`config.mk`:
```
export PLATFORM = sky130hd
export DESIGN_NAME = conv_n_m
export DESIGN_NICKNAME = d
export VERILOG_FILES = /design/src/rtl/conv_n_m.sv
export SDC_FILE = /design/constraint.sdc
export NUM_CORES = 1
export LEC_CHECK = 0
export CAP_MARGIN = 0
export CORE_MARGIN = 4
export CORE_UTILIZATION = 60
export DETAILED_ROUTE_END_ITERATION = 7
export PLACE_DENSITY = 0.77
export SKIP_CTS_REPAIR_TIMING = 1
export SLEW_MARGIN = 20
export SYNTH_ARGS = -nofsm -noshare
export SYNTH_HDL_FRONTEND = slang
export SYNTH_SLANG_ARGS = --single-unit
export TNS_END_PERCENT = 50
```
`constraint.sdc`:
```
create_clock -name clk -period 7.6 [get_ports clk]
set_clock_uncertainty 0.2 [all_clocks]
set_input_delay 1.52 -clock clk [delete_from_list [all_inputs] [get_ports clk]]
set_output_delay 1.52 -clock clk [all_outputs]
set_load 0.1 [all_outputs]
```
`src/rtl/conv_n_m.sv`:
```
// conv_n_m: streaming 1-D valid convolution of an N-sample x vector with an
// M-tap filter f, producing N-M+1 signed outputs per loaded vector pair.
// Single multiply-accumulate datapath, one product per cycle.
module conv_n_m #(
  parameter  int N    = 8,
  parameter  int M    = 4,
  parameter  int T    = 8,
  parameter  int RELU = 0,
  localparam int OW   = 2*T + $clog2(M)
) (
  input  logic                 clk,
  input  logic                 reset,
  input  logic [T-1:0]         s_data_in_x,
  input  logic                 s_valid_x,
  output logic                 s_ready_x,
  input  logic [T-1:0]         s_data_in_f,
  input  logic                 s_valid_f,
  output logic                 s_ready_f,
  output logic signed [OW-1:0] m_data_out_y,
  output logic                 m_valid_y,
  input  logic                 m_ready_y
);

  localparam int CW = $clog2(N+1);
  localparam int XA = $clog2(N);
  localparam int FA = $clog2(M);

  localparam logic [CW-1:0] X_FULL   = CW'(N);
  localparam logic [CW-1:0] F_FULL   = CW'(M);
  localparam logic [CW-1:0] MAC_LAST = CW'(M);
  localparam logic [XA-1:0] K_LAST   = XA'(N-M);

  localparam logic [1:0] S_LOAD = 2'd0;
  localparam logic [1:0] S_MAC  = 2'd1;
  localparam logic [1:0] S_OUT  = 2'd2;

  logic [1:0]           state;
  logic [CW-1:0]        x_cnt;
  logic [CW-1:0]        f_cnt;
  logic [CW-1:0]        mac_cnt;
  logic [XA-1:0]        k;
  logic signed [OW-1:0] acc;
  logic signed [OW-1:0] y_r;
  logic                 valid_r;

  logic [T-1:0]         x_buf [N];
  logic [T-1:0]         f_buf [M];
  logic [T-1:0]         x_rd;
  logic [T-1:0]         f_rd;

  logic                 x_fire;
  logic                 f_fire;
  logic [XA-1:0]        x_addr;
  logic [FA-1:0]        f_addr;
  logic [2*T-1:0]       prod;
  logic signed [OW-1:0] acc_sum;
  logic signed [OW-1:0] y_next;

  // Handshake decode from state and counts only; reset forces everything quiet.
  always_comb begin
    s_ready_x    = !reset && (state == S_LOAD) && (x_cnt != X_FULL);
    s_ready_f    = !reset && (state == S_LOAD) && (f_cnt != F_FULL);
    m_valid_y    = !reset && valid_r;
    m_data_out_y = reset ? '0 : y_r;
    x_fire       = s_valid_x && s_ready_x;
    f_fire       = s_valid_f && s_ready_f;
  end

  // Read addresses, product and accumulation/clamp arithmetic.
  always_comb begin
    x_addr  = k + XA'(mac_cnt);
    f_addr  = FA'(mac_cnt);
    prod    = {{T{x_rd[T-1]}}, x_rd} * {{T{f_rd[T-1]}}, f_rd};
    acc_sum = acc + {{(OW-2*T){prod[2*T-1]}}, prod};
    y_next  = acc_sum;
    if ((RELU != 0) && acc_sum[OW-1]) begin
      y_next = '0;
    end
  end

  // Sample buffers, written in arrival order; contents are never reset.
  always_ff @(posedge clk) begin
    if (x_fire) begin
      x_buf[x_cnt[XA-1:0]] <= s_data_in_x;
    end
    if (f_fire) begin
      f_buf[f_cnt[FA-1:0]] <= s_data_in_f;
    end
  end

  // Registered buffer reads: data for step j arrives one cycle after issue.
  always_ff @(posedge clk) begin
    x_rd <= x_buf[x_addr];
    f_rd <= f_buf[f_addr];
  end

  // Control FSM and MAC: reads issued at mac_cnt 0..M-1, products summed at
  // mac_cnt 1..M; the final sum is folded straight into the output register
  // on the last step so the result is valid M+1 cycles after entering S_MAC.
  always_ff @(posedge clk) begin
    if (reset) begin
      state   <= S_LOAD;
      x_cnt   <= '0;
      f_cnt   <= '0;
      mac_cnt <= '0;
      k       <= '0;
      acc     <= '0;
      y_r     <= '0;
      valid_r <= 1'b0;
    end else begin
      case (state)
        S_LOAD: begin
          if (x_fire) begin
            x_cnt <= x_cnt + 1'b1;
          end
          if (f_fire) begin
            f_cnt <= f_cnt + 1'b1;
          end
          if ((x_cnt == X_FULL) && (f_cnt == F_FULL)) begin
            state   <= S_MAC;
            k       <= '0;
            mac_cnt <= '0;
            acc     <= '0;
          end
        end
        S_MAC: begin
          mac_cnt <= mac_cnt + 1'b1;
          if (mac_cnt == '0) begin
            acc <= '0;
          end else begin
            acc <= acc_sum;
          end
          if (mac_cnt == MAC_LAST) begin
            y_r     <= y_next;
            valid_r <= 1'b1;
            state   <= S_OUT;
          end
        end
        S_OUT: begin
          if (m_ready_y) begin
            valid_r <= 1'b0;
            mac_cnt <= '0;
            if (k == K_LAST) begin
              state <= S_LOAD;
              x_cnt <= '0;
              f_cnt <= '0;
              k     <= '0;
            end else begin
              k     <= k + 1'b1;
              state <= S_MAC;
            end
          end
        end
        default: begin
          state <= S_LOAD;
        end
      endcase
    end
  end

endmodule
```
==> results of run 1 <==
cells in the mapped netlist, types with 6 or more instances:
master	number
o21a_1	6
ha_1	57
a211oi_1	7
o21ai_1	10
nand2b_1	6
inv_1	111
edfxtp_1	96
mux2_2	8
nand3_1	11
and2_1	50
dfxtp_1	70
nor3_1	8
xnor2_1	24
nor2_1	52
nand2_1	49
a21oi_1	32
a22o_1	7
clkbuf_1	15
fa_1	57
xor2_1	11
mux4_2	24
nor2b_1	23
o21ai_0	7
a22oi_1	12
layout by cell type (no fill, tap or decap), types with 5 or more instances in the layout:
cell type / synthesis / layout
nor3_1: 8 / 8
o21bai_1: 5 / 5
dfxtp_1: 70 / 70
fa_1: 57 / 57
xnor2_1: 24 / 24
clkdlybuf4s50_1: 0 / 40
ha_1: 57 / 57
mux4_2: 24 / 24
o21ai_1: 10 / 10
and2_1: 50 / 50
mux2_2: 8 / 8
clkbuf_16: 0 / 17
inv_1: 111 / 111
a21oi_1: 32 / 32
a31oi_1: 5 / 5
xor2_1: 11 / 11
o21ai_0: 7 / 7
a211oi_1: 7 / 7
nor2_1: 52 / 52
nand2b_1: 6 / 6
edfxtp_1: 96 / 96
nor2b_1: 23 / 23
nand2_1: 49 / 49
nand3_1: 11 / 11
a22oi_1: 12 / 12
o21a_1: 6 / 6
a22o_1: 7 / 7
power groups by stage:
stage | clock [mW] | combinational [mW] | sequential (mW)
2_1_floorplan | 0 | 1.10 | 0.989
3_3_place_gp | 0 | 1.34 | 0.992
3_5_place_dp | 0 | 1.38 | 0.993
4_1_cts | 0.878 | 1.39 | 0.974
5_1_grt | 0.927 | 1.55 | 0.975
6_report | 0.871 | 1.38 | 0.974
logic make-up (layout without fill, tap and decap cells):
logic type      after synthesis  after routing  synth area share [%]
mux                          34             34                  6.75
compound gates              128            128                  9.20
xor+xnor                     36             36                  3.41
simple gates                221            221                  11.7
buf+inv                     134            188                  5.31
fa+ha+maj                   114            114                  19.2
flops                       166            166                  44.4
sequential cells by signal, indices dropped and copies added, names as in the netlist, 2 cells and up:
signal	flops
f_rd	8
state	2
acc	18
mac_cnt	4
k	3
x_buf	64
x_cnt	4
f_buf	32
x_rd	8
y_r	18
f_cnt	4
worst max path at each step:
| stage | slack (ps) | endpoint | start | cells after the start |
|---|---|---|---|---|
| floorplan | 1850 | acc[16] | f_rd[4] | 22 |
| global placement | 1570 | acc[17] | x_rd[1] | 23 |
| detailed placement | 1400 | acc[17] | x_rd[1] | 23 |
| CTS | 1400 | acc[17] | x_rd[3] | 24 |
| global route | 1030 | acc[17] | x_rd[1] | 23 |
| finish | 1380 | acc[17] | x_rd[3] | 24 |
per-stage QoR:
stage / hold slack (ps) / setup WS, ps
floorplan: 231 / 1850
global placement: 239 / 1570
detailed placement: 248 / 1400
CTS: 257 / 1400
global route: 286 / 1030
finish: 255 / 1380
critical path, stage by stage (launching register included):
cell      delay, ps
dfxtp_1         390
and2_1          190
fa_1            540
inv_1            50
fa_1            480
inv_1            60
fa_1            530
inv_1            50
fa_1            530
inv_1            40
ha_1            340
a21oi_1         180
o22ai_1         120
nor2_1          180
o21bai_1         80
a21oi_1         190
xnor2_1         140
ha_1            280
o21ai_1         180
nand2_1         140
a41oi_1         270
o211ai_1        120
a221oi_1        300
xnor3_1         300
a22o_1          210
layout make-up:
cell class	count	share of cell area [%]
clock buffer	17	3.92
clock inverter	15	1.55
inverter	112	3.87
multi-input combinational	533	44.7
sequential	166	39.5
tap	216	2.49
timing repair buffer	44	3.94
per-layer routing:
metal	part of all wire, %	GRT usage, %
met5	0	0
met4	2.5	7.86
met3	3.3	4.06
met2	52	40.1
met1	42	27.9
==> results by group, run 1 <==
Outcome
  • Outcome: completed

Synthesis
  • Ys async rst share: 0%
  • Ys Warns: 0
  • Number of flops mapped to enable cells by yosys: 96
  • Syn nets: 968
  • Seq/Total Area, Yosys: 44.4%
  • Largest cells by area after synthesis: edfxtp_1, dfxtp_1, fa_1
  • Top FF cell, synth: edfxtp_1
  • Syn Inst Count: 833
  • Unique masters post-synth: 61
  • Synth Register Bits: 166
  • Synth Cell Area: 9650 sq um
  • Syn avg cell area: 11.6 sq um
  • Top cell type's share of synthesized area: 29.9%
  • Cell type with the largest total area after synthesis: edfxtp_1

Drt
  • Avg WL per Cell: 17.4 um
  • Vias per inst: 5.61
  • Post-Route WL: 19.2 mm
  • DRT Pass-1 Iters: 7
  • Via count: 6187
  • Starting DRC count in detailed routing: 417
  • Drc violations: 0
  • Routed Antenna Nets: 0

Cells and area
  • Post-Layout Cell Count: 1103
  • Finished Core Util: 68.6%
  • Reg area: 4280 sq um
  • Final Instance Area: 10900 sq um
  • Ratio of cells with drive above 1 in the final layout: 8.46%
  • Antenna Cells: 0
  • Area of the multi-input gates: 4850 sq um
  • Filler cell count: 1162
  • Area delta synth->final: 12.4%
  • Nets: 1009

Power
  • Maximum vdd drop: 217 uV
  • Psw: 1.21 mW
  • Power after layout: 3.23 mW
  • Static leakage: 4.28 nW
  • Seq pwr share: 30.1%
  • Internal: 2.02 mW
  • Cell Pwr Density: 298 nW/um^2
  • Sw frac: 37.5%
  • Clock Power Share: 27.0%
  • Logic pwr share: 42.9%

Critical path
  • CP endpoint kind: flip-flop
  • R2R Setup Slk: 1380 ps
  • Worst-case reg-to-reg path depth: 24
  • Worst r2r src: x_rd[3]
  • WP data arrival: 6340 ps
  • Critical path class: flip-flop to flip-flop
  • Reg2reg end: acc[17]
  • Worst EP required: 7720 ps
  • Startpoint types: flip-flop
  • Worst Path Max Fanout: 8

Clocking
  • Root buf cell: clkbuf_16
  • CTS buffer count: 17
  • Clk pin slew, worst setup/hold paths: 70 ps
  • TritonCTS clock tree: built
  • Clk_lat worst skew: 430 ps
  • CTS Buffer Depth: 2
  • H-Tree Depth: 4
  • Num Clock Sinks: 166

Timing
  • Rel. slew slack: 34.3%
  • Fin. max-slew vios: 0
  • Final min period: 6220 ps
  • Post-Route Setup TNS: 0 ps
  • Unrepaired setup endpoints after global routing: false
  • Final Hold Fails: 0
  • Final period utilization: 81.8%
  • Slew @ Worst Pin: 982 ps
  • Fmax: 161 MHz
  • Setup-failing EPs final: 0

Place
  • Placed cell count: 1071
  • Placed cell area: 10300 sq um
  • Placer Congestion: 0.865
  • Number of port buffers: 41
  • HPWL Detailed: 14.5 mm

Floorplanning
  • Die Height: 135 um
  • Row Count: 46
  • Core Area: 15800 sq um
  • Full die area: 18200 sq um
  • Initial Utilization: 61.0%
  • I/O pins: 42
  • Chip width: 135 um

Global routing
  • Pin count of the biggest net entering global routing: 54
  • First-pass GRT wire length: 32.1 mm
  • Remaining global-route overflow: 0
  • Total track usage: 22.6%
  • Vias in the first global route: 6442
  • Initial antenna violation count: 0

Min path
  • Hold-critical path depth: 2
  • Min-Delay Endpoint: y_r[5]
  • Worst Hold Launch: y_r[5]
  • Min-Delay Path Class: flip-flop to flip-flop

Flow run
  • Max-cap violations: 0
Note: power is estimated with default switching activity, not from simulation.
==> inputs of run 2 (changes only) <==
==> constraint.sdc (replaced) <==
create_clock -name clk -period 6.25 [get_ports clk]
set_clock_uncertainty 0.2 [all_clocks]
set_input_delay 1.25 -clock clk [delete_from_list [all_inputs] [get_ports clk]]
set_output_delay 1.25 -clock clk [all_outputs]
set_load 0.1 [all_outputs]
==> run 2 against run 1 <==
Against the previous run: critical path depth fell by 3; total power grew 23%; flip-flop and latch count stayed put; utilization rose by 0.31 points; fmax rose by 4.2%; via count decreased by 0.13%; critical path type unchanged; critical endpoint is now acc[16].
==> results by group, run 2 (synthesis gave the netlist of run 1 again) <==
Outcome
  • Outcome: completed

Drt
  • Vias per inst: 5.59 (-0.31%)
  • Avg WL per Cell: 17.3 um (-0.20%)
  • Starting DRC count in detailed routing: 414 (-0.72%)
  • DRT Pass-1 Iters: 5 (-2)
  • Post-Route WL: 19.2 mm (about the same)
  • Routed Antenna Nets: 0 (unchanged)
  • Via count: 6179 (-0.13%)
  • Drc violations: 0 (unchanged)

Clocking
  • CTS buffer count: 17 (unchanged)
  • Num Clock Sinks: 166 (unchanged)
  • Root buf cell: clkbuf_16
  • CTS Buffer Depth: 2 (unchanged)
  • Clk pin slew, worst setup/hold paths: 70 ps (about the same)
  • TritonCTS clock tree: built
  • H-Tree Depth: 4 (unchanged)
  • Clk_lat worst skew: 430 ps (about the same)

Timing
  • Unrepaired setup endpoints after global routing: false
  • Slew @ Worst Pin: 1010 ps (+22.7 ps)
  • Setup-failing EPs final: 0 (unchanged)
  • Fin. max-slew vios: 0 (unchanged)
  • Final Hold Fails: 0 (unchanged)
  • Fmax: 168 MHz (+4.2%)
  • Rel. slew slack: 33.0% (-1.3 points)
  • Final min period: 5970 ps (-251 ps)
  • Final period utilization: 95.5% (+14 points)
  • Post-Route Setup TNS: 0 ps (unchanged)

Critical path
  • Slowest stage delay, CP: 580 ps (+40 ps)
  • Critical path class: flip-flop to flip-flop
  • Top Family by Delay on Critical Path: adder cells
  • Worst Path Buf+Inv: 5 (+1)
  • CP endpoint kind: flip-flop
  • Slowest-stage cell, CP: fa_2
  • Crit-path most repeated cell: inv_1
  • Critical Path, Cell by Cell: nand2_1 > inv_1 > fa_2 > inv_1 > fa_1 > inv_1 > fa_1 > inv_1 > fa_1 > inv_1 > ha_1 > nand2_1 > o21a_1 > xnor2_1 > ha_1 > or4_1 > a41o_1 > nand2_1 > a41oi_1 > or3_1 > a32o_1
  • WP data arrival: 6090 ps (-250 ps)
  • Startpoint types: flip-flop
  • Worst Path Max Fanout: 8 (unchanged)
  • Worst EP required: 6380 ps (-1340 ps)

Floorplanning
  • Row Count: 46 (unchanged)
  • Core Area: 15800 sq um (unchanged)
  • Full die area: 18200 sq um (unchanged)
  • Initial Utilization: 61.0% (unchanged)
  • Chip width: 135 um (unchanged)
  • I/O pins: 42 (unchanged)
  • Die Height: 135 um (unchanged)

Place
  • Placed cell count: 1072 (+0.093%)
  • Placer Congestion: 0.832 (-3.7%)
  • HPWL Detailed: 14.3 mm (-1.3%)
  • Number of port buffers: 41 (unchanged)

Cells and area
  • Nets: 1011 (+0.20%)
  • Area of the multi-input gates: 4910 sq um (+1.1%)
  • Post-Layout Cell Count: 1105 (+0.18%)
  • Reg area: 4290 sq um (+0.12%)
  • Most frequent cells in the layout: inv_1, edfxtp_1, dfxtp_1, fa_1, ha_1
  • Commonest non-fill, non-tap cell in the layout: inv_1
  • Max reg flops: 64 (unchanged)
  • Ratio of cells with drive above 1 in the final layout: 10.5% (+2.0 points)
  • Area delta synth->final: 12.9%
  • Antenna Cells: 0 (unchanged)
  • Filler cell count: 1136 (-2.2%)

Global routing
  • Pin count of the biggest net entering global routing: 54 (unchanged)
  • Initial antenna violation count: 0 (unchanged)
  • Total track usage: 22.6% (-0.061 points)
  • First-pass GRT wire length: 32.3 mm (+0.41%)
  • Vias in the first global route: 6410 (-0.50%)
  • Remaining global-route overflow: 0 (unchanged)

Power
  • Cell Pwr Density: 365 nW/um^2 (+22%)
  • Static leakage: 4.26 nW (-0.33%)
  • Power after layout: 3.97 mW (+23%)
  • Maximum vdd drop: 344 uV (+58%)

Flow run
  • Max-cap violations: 0 (unchanged)

Min path
  • Min-Delay Path Class: flip-flop to flip-flop
==> run 2: changes by cell type in the layout (fill, tap and decap cells not counted), sizes merged <==
cell | previous run | this run
buf | 4 | 6
bufinv | 2 | 1
clkbuf | 17 | 18
clkinvlp | 2 | 5
clkinv | 4 | 1
==> run 2: final timing paths <==
path                              start  endpoint  slack (ps)  cells after the start
worst max-delay path            f_rd[2]   acc[16]         280                     21
worst min-delay path             y_r[3]    y_r[3]         250                      2
worst max register to register  f_rd[2]   acc[16]         280                     21
worst min register to register   y_r[3]    y_r[3]         250                      2
==> run 2: stage by stage <==
stage               hold slack, ps  setup WS, ps  util [%]  area (sq um)
floorplan                      231           499         -          9650
global placement               239           256      64.9         10300
detailed placement             247          71.9      64.9         10300
CTS                            256          95.7      68.5         10800
global route                   281          10.8      68.9         10900
finish                         254           284      68.9         10900
==> run 2: worst register-to-register path: cells and delay by family, from the launching register on <==
kind / cells / cell delay, ps
xor gates and xnor gates: 1 / 130
AOI/OAI and AO/OA: 4 / 790
buffers and inverters: 5 / 340
and+or+nand+nor: 5 / 1210
DFF: 1 / 390
adders and majority gates: 6 / 2800
==> run 2: report_power, final <==
part / internal (mW) / total [mW] / switching [mW]
Combinational: 0.724 / 1.78 / 1.05
Sequential: 1.17 / 1.18 / 0.0136
Clock: 0.560 / 1.01 / 0.453
Total: 2.45 / 3.97 / 1.52
==> run 2: per-layer routing <==
metal,up-vias,track usage (%),share of wire [%]
met1,3057,27.4,41
met4,0,6.11,1.4
met2,127,40.9,54
li1,2977,-,-
met3,18,4.66,4.0
met5,-,0,0
==> run 2: cell type report <==
class                   instances  share of cell area [%]
clock buffers                  18                    3.94
multi-input cells             533                    45.0
well taps                     216                    2.48
flip-flops and latches        166                    39.4
clock inverters                14                    1.30
inverters                     112                    3.86
repair buffers                 46                    4.06
==> inputs of run 3 (changes only) <==
--- a/config.mk
+++ b/config.mk
@@ -5,6 +5,7 @@
 export SDC_FILE = /design/constraint.sdc
 export NUM_CORES = 1
 export LEC_CHECK = 0
+export ABC_AREA = 1
 export CAP_MARGIN = 0
 export CORE_MARGIN = 4
 export CORE_UTILIZATION = 60
==> run 3 against run 2 <==
Against the previous run: flip-flop and latch count did not move; critical endpoint is now y_r[17]; utilization increased by 0.055 points; largest cell class unchanged; global-route usage grew 0.56 points; sequential share of layout area decreased by 2.0 points; non-clock buffer count grew 1; critical path depth grew 9; total power fell by 0.23%; die area increased by 6.5%; via count grew 24%; combinational power about the same.
==> results by group, run 3 <==
Power
  • Maximum vdd drop: 251 uV (-27%)
  • Cell Pwr Density: 344 nW/um^2 (-5.5%)
  • Power after layout: 3.96 mW (-0.23%)
  • Static leakage: 5.28 nW (+24%)

Outcome
  • Outcome: completed

Cells and area
  • Post-Layout Cell Count: 1442 (+30%)
  • Most frequent cells in the layout: inv_1, nand2_1, edfxtp_1, nor2_1, o21ai_0
  • Area delta synth->final: 11.5%
  • Max reg flops: 64 (unchanged)
  • Commonest non-fill, non-tap cell in the layout: inv_1
  • Ratio of cells with drive above 1 in the final layout: 8.43% (-2.0 points)
  • Antenna Cells: 0 (unchanged)
  • Nets: 1344 (+33%)

Clocking
  • CTS Buffer Depth: 2 (unchanged)
  • TritonCTS clock tree: built
  • Num Clock Sinks: 166 (unchanged)
  • CTS buffer count: 17 (unchanged)
  • Root buf cell: clkbuf_16
  • Clk_lat worst skew: 430 ps (about the same)
  • H-Tree Depth: 4 (unchanged)
  • Clk pin slew, worst setup/hold paths: 70 ps (about the same)

Drt
  • Post-Route WL: 21.6 mm (+13%)
  • DRT Pass-1 Iters: 5 (unchanged)
  • Starting DRC count in detailed routing: 635 (+53%)
  • Routed wl met2: 9.89 mm (-3.6%)
  • Metal3 WL: 1.16 mm (+52%)
  • Via count: 7636 (+24%)
  • Routed length on met1: 10.3 mm (+31%)
  • Vias per inst: 5.30 (-5.3%)
  • Drc violations: 0 (unchanged)
  • Routed Antenna Nets: 0 (unchanged)
  • Uppermost routed layer: met4
  • Avg WL per Cell: 15.0 um (-13%)

Floorplanning
  • Core Area: 16700 sq um (+5.5%)
  • Chip width: 139 um (+3.2%)
  • Row Count: 47 (+2.2%)
  • Full die area: 19400 sq um (+6.5%)
  • Initial Utilization: 61.8% (+0.80 points)
  • I/O pins: 42 (unchanged)
  • Die Height: 139 um (+3.2%)

Critical path
  • Slowest-stage cell, CP: fa_1
  • Worst EP required: 6370 ps (about the same)
  • Critical path class: flip-flop to flip-flop
  • Top Family by Delay on Critical Path: adder cells
  • Worst Path Max Fanout: 8 (unchanged)
  • Worst Path Buf+Inv: 6 (+1)
  • Slowest stage delay, CP: 550 ps (-30 ps)
  • Startpoint types: flip-flop
  • CP endpoint kind: flip-flop
  • WP data arrival: 5980 ps (-110 ps)
  • Crit-path most repeated cell: nand2_1

Synthesis
  • Unique masters post-synth: 48 (-21%)
  • Synth Area in Adders: 18.0% (-1.2 points)
  • Ys Warns: 0 (unchanged)
  • Mux contribution to synthesized area: 0.776% (-6.0 points)
  • Top FF cell, synth: edfxtp_1
  • Largest cells by area after synthesis: edfxtp_1, dfxtp_1, fa_1
  • Syn nets: 1318 (+36%)
  • Largest family of logic cells by synthesized area: adder cells
  • Post-synthesis share of cell area spent on xor and xnor gates: 2.27% (-1.1 points)
  • Top cell type's share of synthesized area: 27.9% (-1.9 points)
  • Number of flops mapped to enable cells by yosys: 96 (unchanged)
  • Compound-cell area share of the yosys netlist: 10.9% (+1.7 points)
  • Most frequent cell after synthesis: inv_1
  • Post-Synth Simple-Gate Area: 15.4% (+3.7 points)
  • Cell type with the largest total area after synthesis: edfxtp_1
  • Ys async rst share: 0% (unchanged)
  • Seq/Total Area, Yosys: 41.5% (-2.9 points)
  • Synth Cell Area: 10300 sq um (+6.9%)
  • Syn Inst Count: 1183 (+42%)
  • Synth Register Bits: 166 (unchanged)
  • Synth top cells by count: inv_1, nand2_1, edfxtp_1, nor2_1, o21ai_0
  • Syn avg cell area: 8.72 sq um (-25%)

Global routing
  • Total track usage: 23.1% (+0.56 points)
  • Remaining global-route overflow: 0 (unchanged)
  • Initial antenna violation count: 0 (unchanged)
  • First-pass GRT wire length: 36.3 mm (+13%)
  • Pin count of the biggest net entering global routing: 57 (+5.6%)
  • Vias in the first global route: 7462 (+16%)

Timing
  • Slew @ Worst Pin: 989 ps (-16.3 ps)
  • Fmax: 171 MHz (+1.8%)
  • Final min period: 5860 ps (-107 ps)
  • Rel. slew slack: 34.0% (+1.0 points)
  • Fin. max-slew vios: 0 (unchanged)
  • Setup-failing EPs final: 0 (unchanged)
  • Post-Route Setup TNS: 0 ps (unchanged)
  • Final period utilization: 93.7% (-1.7 points)
  • Final hold slack: 256 ps (+1.72 ps)
  • Final Hold Fails: 0 (unchanged)

Place
  • HPWL Detailed: 16.1 mm (+12%)
  • Number of port buffers: 41 (unchanged)
  • Placed cell count: 1407 (+31%)
  • Placer Congestion: 0.926 (+11%)

Min path
  • Min-Delay Path Class: flip-flop to flip-flop

Flow run
  • Max-cap violations: 0 (unchanged)
-- run 3: cell count changes after synthesis, sizes merged, moves of 24 or more --
cell / change
nand2: +160
and2: -50
o21ai: +67
mux4: -24
nor2: +43
inv: +150
a21oi: +37
-- run 3: power breakdown --
group,total [mW],internal (mW),switching (mW)
registers,1.19,1.17,0.0153
logic,1.75,0.620,1.13
clock network,1.02,0.553,0.472
-- run 3: layout make-up --
class | instances | area [sq um]
clock buffer | 19 | 454
sequential | 166 | 4300
clock inverter | 13 | 135
inverter | 263 | 987
multi-input combinational | 714 | 4900
fill | 1313 | 5190
tap | 220 | 275
timing repair buffer | 47 | 450
-- run 3: routing by layer --
layer  GRT usage, %  up-vias
met1           34.5     3610
met3           3.66       24
met4           5.77        0
met5              0        -
li1               -     3794
met2           35.8      208
-- run 3: worst paths after layout --
check / to / slack, ps / cells after the start / startpoint
min: y_r[2] / 260 / 2 / y_r[2]
max: y_r[17] / 390 / 30 / f_rd[7]
max reg2reg: y_r[17] / 390 / 30 / f_rd[7]
min reg2reg: y_r[2] / 260 / 2 / y_r[2]
-- run 3: metrics by stage --
| step | setup slack (ps) | util, % | cell area, sq um |
|---|---|---|---|
| finish | 391 | 68.9 | 11500 |
| CTS | 255 | 68.6 | 11400 |
| global route | -7.94 | 68.9 | 11500 |
| global placement | 420 | 65.0 | 10900 |
| detailed placement | 279 | 65.0 | 10900 |
| floorplan | 692 | - | 10300 |
-- run 3: kinds of logic (layout without fill, tap and decap cells) --
group           after synthesis  after routing
simple gates                367            367
xor+xnor                     25             25
compound gates              200            200
mux                           8              8
buf+inv                     303            342
flops                       166            166
fa+ha+maj                   114            114
-- run 3: worst min-delay path, delay by kind of cell (launching register included) --
family	cells	cell delay, ps
compound gates	1	50
buf+inv	1	60
flops	1	300
